## src/rtl/queue_reader_if.sv

```systemverilog
// Queue-side handshake bundle for queue_reader: head word, empty flag and pop strobe.
interface queue_reader_if #(
  parameter int data_width = 4
);
  logic                  empty;
  logic [data_width-1:0] read_data;
  logic                  read_cmd;

  modport master (
    input  empty,
    input  read_data,
    output read_cmd
  );

  modport slave (
    output empty,
    output read_data,
    input  read_cmd
  );
endinterface

```

## src/rtl/queue_reader.sv

```systemverilog
// Tick-paced queue drainer: pops one word, shows it for hold_ticks ticks, then waits for the next tick.
// Optional running XOR checksum output enabled by defining QUEUE_READER_CHECKSUM_EN.
module queue_reader #(
  parameter int data_width  = 4,
  parameter int hold_ticks  = 3,
  parameter int count_width = 8
) (
  input  logic                   clk,
  input  logic                   reset,
  input  logic                   tick,
  input  logic                   enable,
  queue_reader_if.master         q,
  output logic [data_width-1:0]  disp_data,
  output logic                   disp_valid,
  output logic                   busy,
  output logic [count_width-1:0] pop_count
`ifdef QUEUE_READER_CHECKSUM_EN
  ,
  output logic [data_width-1:0]  checksum
`endif
);

  typedef enum logic [1:0] {
    IDLE = 2'd0,
    POP  = 2'd1,
    HOLD = 2'd2
  } state_t;

  localparam logic [3:0] hold_limit = 4'(hold_ticks);

  state_t                 state_q, state_d;
  logic [3:0]             hold_cnt_q, hold_cnt_d;
  logic                   read_cmd_q, read_cmd_d;
  logic                   busy_q, busy_d;
  logic [data_width-1:0]  disp_data_q, disp_data_d;
  logic                   disp_valid_q, disp_valid_d;
  logic [count_width-1:0] pop_count_q, pop_count_d;
  logic [data_width-1:0]  checksum_q, checksum_d;

  // Outputs are all registered; the pop decision loads them on the same edge that raises read_cmd.
  always_comb begin
    state_d      = state_q;
    hold_cnt_d   = hold_cnt_q;
    read_cmd_d   = 1'b0;
    disp_data_d  = disp_data_q;
    disp_valid_d = disp_valid_q;
    pop_count_d  = pop_count_q;
    checksum_d   = checksum_q;

    unique case (state_q)
      IDLE: begin
        if (tick && enable && !q.empty) begin
          state_d      = POP;
          read_cmd_d   = 1'b1;
          disp_data_d  = q.read_data;
          disp_valid_d = 1'b1;
          pop_count_d  = pop_count_q + 1'b1;
          hold_cnt_d   = 4'd0;
          checksum_d   = checksum_q ^ q.read_data;
        end
      end
      POP: begin
        // A tick landing here is deliberately not counted toward the hold.
        state_d    = HOLD;
        hold_cnt_d = 4'd0;
      end
      HOLD: begin
        if (tick) begin
          hold_cnt_d = hold_cnt_q + 4'd1;
          if (hold_cnt_q + 4'd1 == hold_limit) begin
            state_d = IDLE;
          end
        end
      end
      default: begin
        state_d = IDLE;
      end
    endcase

    busy_d = (state_d != IDLE);
  end

  always_ff @(posedge clk) begin
    if (!reset) begin
      state_q      <= IDLE;
      hold_cnt_q   <= 4'd0;
      read_cmd_q   <= 1'b0;
      busy_q       <= 1'b0;
      disp_data_q  <= '0;
      disp_valid_q <= 1'b0;
      pop_count_q  <= '0;
      checksum_q   <= '0;
    end else begin
      state_q      <= state_d;
      hold_cnt_q   <= hold_cnt_d;
      read_cmd_q   <= read_cmd_d;
      busy_q       <= busy_d;
      disp_data_q  <= disp_data_d;
      disp_valid_q <= disp_valid_d;
      pop_count_q  <= pop_count_d;
      checksum_q   <= checksum_d;
    end
  end

  assign q.read_cmd = read_cmd_q;
  assign disp_data  = disp_data_q;
  assign disp_valid = disp_valid_q;
  assign busy       = busy_q;
  assign pop_count  = pop_count_q;

`ifdef QUEUE_READER_CHECKSUM_EN
  assign checksum = checksum_q;
`else
  // Checksum register is optimised away when the output is not built.
  logic unused_checksum;
  assign unused_checksum = ^checksum_q;
`endif

endmodule

```

## src/flat_wrapper.sv

```systemverilog
// flat-port wrapper written by rule: the top's interface ports become plain ports
module queue_reader_flat 
#(
  parameter int data_width  = 4,
  parameter int hold_ticks  = 3,
  parameter int count_width = 8
)
  (clk, reset, tick, enable, disp_data, disp_valid, busy, pop_count, q_empty, q_read_data, q_read_cmd);
  queue_reader_if #(.data_width(data_width)) q_i ();
  input  logic clk;
  input  logic reset;
  input  logic tick;
  input  logic enable;
  output logic [data_width-1:0] disp_data;
  output logic disp_valid;
  output logic busy;
  output logic [count_width-1:0] pop_count;
  input wire logic [$bits(q_i.empty)-1:0] q_empty;
  input wire logic [$bits(q_i.read_data)-1:0] q_read_data;
  output wire logic [$bits(q_i.read_cmd)-1:0] q_read_cmd;
  assign q_i.empty = q_empty;
  assign q_i.read_data = q_read_data;
  assign q_read_cmd = q_i.read_cmd;
  queue_reader #(.data_width(data_width), .hold_ticks(hold_ticks), .count_width(count_width)) u_core (.clk(clk), .reset(reset), .tick(tick), .enable(enable), .q(q_i), .disp_data(disp_data), .disp_valid(disp_valid), .busy(busy), .pop_count(pop_count));
endmodule
```

## config.mk

```make
export PLATFORM = sky130hd
export DESIGN_NAME = queue_reader_flat
export DESIGN_NICKNAME = d
export VERILOG_FILES = /design/src/rtl/queue_reader_if.sv /design/src/rtl/queue_reader.sv /design/src/flat_wrapper.sv
export SDC_FILE = /design/constraint.sdc
export NUM_CORES = 1
export LEC_CHECK = 0
export CAP_MARGIN = 20
export CORE_MARGIN = 3
export CORE_UTILIZATION = 26
export CTS_CLUSTER_SIZE = 12
export DETAILED_ROUTE_END_ITERATION = 7
export GPL_ROUTABILITY_DRIVEN = 0
export GPL_TIMING_DRIVEN = 0
export PLACE_DENSITY = 0.52
export SLEW_MARGIN = 20
export SYNTH_ARGS = -nofsm -noshare
export SYNTH_HDL_FRONTEND = slang
export SYNTH_SLANG_ARGS = --single-unit
export TNS_END_PERCENT = 50
```

## constraint.sdc

```tcl
create_clock -name clk -period 3.57 [get_ports clk]
set_input_delay 0.714 -clock clk [delete_from_list [all_inputs] [get_ports clk]]
set_output_delay 0.714 -clock clk [all_outputs]
set_load 0.005 [all_outputs]
```

==> impl_metrics.tcl, run 1 <==
set metrics [dict create \
    fillers 385 \
    hold_path_depth 2 \
    hpwl_um 1360 \
    nets 140 \
    vias_per_cell 4.39 \
    grt.total_usage_pct 9.88 \
    pin_count 24 \
    synth.distinct_cells 32 \
    cp.required_ns 2.86 \
    cp_num_buf_inv 1 \
    crit_slowest_cell "clkdlybuf4s50_1" \
    synth_fa_ha_area_share_pct 3.98 \
    synth_area_leaders "dfxtp_1 45%, nor2_1 8.4%, xor2_1 5.6%" \
    rsz0062_at_grt "false" \
    yosysWarnings 0 \
    max_freq_mhz 496 \
    dieArea_um2 4390 \
    rows 21 \
    synthMuxAreaShare_pct 5.31 \
    dr.pass1.iters 3 \
    synth-async-reset-ratio_pct 0 \
    reg2reg_depth 4 \
    wl_per_cell_um 10.9 \
    yosysTopAreaCellShare_pct 44.6 \
    drt-initial-drc-count 20 \
    grt_pass1_vias 769 \
    mostFrequentLayoutCells "23 x clkdlybuf4s50_1, 21 x nor2_1, 21 x dfxtp_1" \
    seq_area_frac_synth_pct 44.6 \
    synth_ff_type "dfxtp_1" \
    slew_headroom_pct 68.9 \
    status "completed" \
    antenna_found_initial 0 \
    die_w_um 66.2 \
    powerDensity_nw_per_um2 316 \
    postCtsSetupRepairBufs 0 \
    yosysTopAreaCell "dfxtp_1" \
    synth_area_um2 943 \
    grt_overflow 0 \
    leakage_nw 0.470 \
    cp_top_family "buffers and inverters" \
    clk_latency_ns 0.30 \
    ir_worst_vdd_uv 144 \
    fin_util_pct 36.8 \
    clk_pin_slew_ns 0.13 \
    tritoncts "built" \
    critical-path-max-stage-delay_ns 0.54 \
    cts_resized 0 \
    drc 0 \
    synth.avg_cell_area_um2 9.43 \
    finalSetupViolCount 0 \
    fin_crit_ns 2.02 \
    grt_max_degree 13 \
    fin_skew_ns 0.0134 \
    vias 759 \
    numPortBuffers 23 \
    synth_xor_area_share_pct 7.43 \
    max_cap_viol_count 0 \
    period_share_pct 56.5 \
    hold_viol_final 0 \
    finalPower_mw 0.398 \
    fin_setup_tns_ns 0 \
    crit_type "flop to output pin" \
    cts_buffers 3 \
    mostFrequentLayoutCell "clkdlybuf4s50_1" \
    start_util_pct 27.6 \
    htree_levels 1 \
    grt_pass1_wl_um 3420 \
    yosys.area_share.simple_pct 27.9 \
    synth_top_family_by_area "simple AND/OR/NAND/NOR gates" \
    die_y_um 66.2 \
    clock_path_buffers 2 \
    ctsHoldBuffers 0 \
    synth_compound_area_share_pct 7.69 \
    end_kind "output pin" \
    slew_viol_final 0 \
    synth-seq-cells 21 \
    arrival_ns 1.30 \
    worst_slew_pin_slew_ns 0.467 \
    syn_to_final_growth_pct 33.4 \
    cts_sinks 21 \
    syn-instance-count 100 \
    postRouteAntennaNets 0 \
    startpoint_type "flop" \
    synthesis.nets 112 \
    crit_fanout 4 \
    coreArea_um2 3420 \
    layout-drive-gt1-share_pct 8.66 \
    synth_edf_count 0 \
    diodes 0 \
    worstPathCellList "clkdlybuf4s50_1" \
    min_path_type "flop to flop" \
    routed_wl_um 1880 \
    clock-root-buffer "clkbuf_4" \
    cp.depth 1 \
]
[power by group]
part	internal [mW]	switching, mW
Combinational	0.0236	0.0172
Clock	0.0417	0.0720
Sequential	0.239	0.00421
Total	0.304	0.0934
[metrics by stage]
| stage | setup slack (ns) | instances | area [um^2] | hold WS (ns) |
|---|---|---|---|---|
| global placement | 1.33 | 169 | 1230 | 0.453 |
| CTS | 1.54 | 173 | 1260 | 0.510 |
| detailed placement | 1.30 | 169 | 1230 | 0.478 |
| floorplan | 1.90 | 100 | 943 | 0.465 |
| finish | 1.55 | 173 | 1260 | 0.504 |
| global route | 1.48 | 173 | 1260 | 0.536 |
[per-layer routing]
layer / vias up / track usage [%] / share of wire, % / routed length (um)
met5: - / 0 / 0 / 0
met4: 0 / 3.81 / 0.85 / 16
met3: 2 / 3.06 / 5.5 / 103
met2: 15 / 15.6 / 45 / 841
met1: 349 / 12.4 / 49 / 920
li1: 393 / - / - / -
[logic make-up (layout without fill, tap and decap cells)]
logic type | Yosys count | count (layout)
flops | 21 | 21
xor+xnor | 8 | 8
simple gates | 46 | 46
fa+ha+maj | 3 | 3
compound gates | 12 | 12
mux | 5 | 5
buf+inv | 5 | 32
[path summary, 6_finish.rpt]
path	start	endpoint	slack (ns)
worst max-delay path	u_core.pop_count[4]$_SDFFE_PN0P_	pop_count[4]	1.55
worst min-delay path	u_core.disp_valid$_SDFFE_PN0P_	u_core.disp_valid$_SDFFE_PN0P_	0.50
worst min register to register	u_core.disp_valid$_SDFFE_PN0P_	u_core.disp_valid$_SDFFE_PN0P_	0.50
worst max register to register	u_core.pop_count[0]$_SDFFE_PN0P_	u_core.pop_count[7]$_SDFFE_PN0P_	2.18
[Yosys cell counts (2+ instances only)]
cell and number:
a21oi_1 5, and3_1 2, and3_2 2, and4_1 2
dfxtp_1 21, ha_1 3, mux2i_1 5, nand2b_1 2
nand3_1 4, nor2_1 21, nor2b_1 2, o21a_1 2
o21ai_0 3, or3_1 2, xnor2_1 2, xor2_1 6
[registers in the layout, indices dropped and copies added (netlist names)]
signal / cells
u_core.state_q: 2
u_core.pop_count: 8
u_core.hold_cnt_q: 4
u_core.q.read_cmd: 1
u_core.busy: 1
u_core.disp_valid: 1
u_core.disp_data: 4
[area by class of cell]
cell class              count  area [um^2]  area share, %
clock buffers               3         22.5           1.79
plain buffers               3         22.5           1.79
multi-input cells          74          493           39.2
inverters                   2         7.51          0.596
well taps                  46         57.6           4.57
flip-flops and latches     21          420           33.4
clock inverters             1         5.00          0.398
repair buffers             23          230           18.3
Note: power is estimated with default switching activity, not from simulation.
==> run 2, diff against run 1 <==
- clock period: 3.57 -> 2.1 ns (I/O delays scaled with it)
==> results of run 2 <==
The final DEF is identical to that of run 1. Status: completed.
Among the figures that moved: setup slack after placement 1.30 ns -> 0.128 ns; setup slack after layout 1.55 ns -> 0.377 ns; register-to-register setup slack 2.18 ns -> 0.71 ns; total power 0.398 mW -> 0.676 mW; worst IR drop on VDD 144 uV -> 245 uV
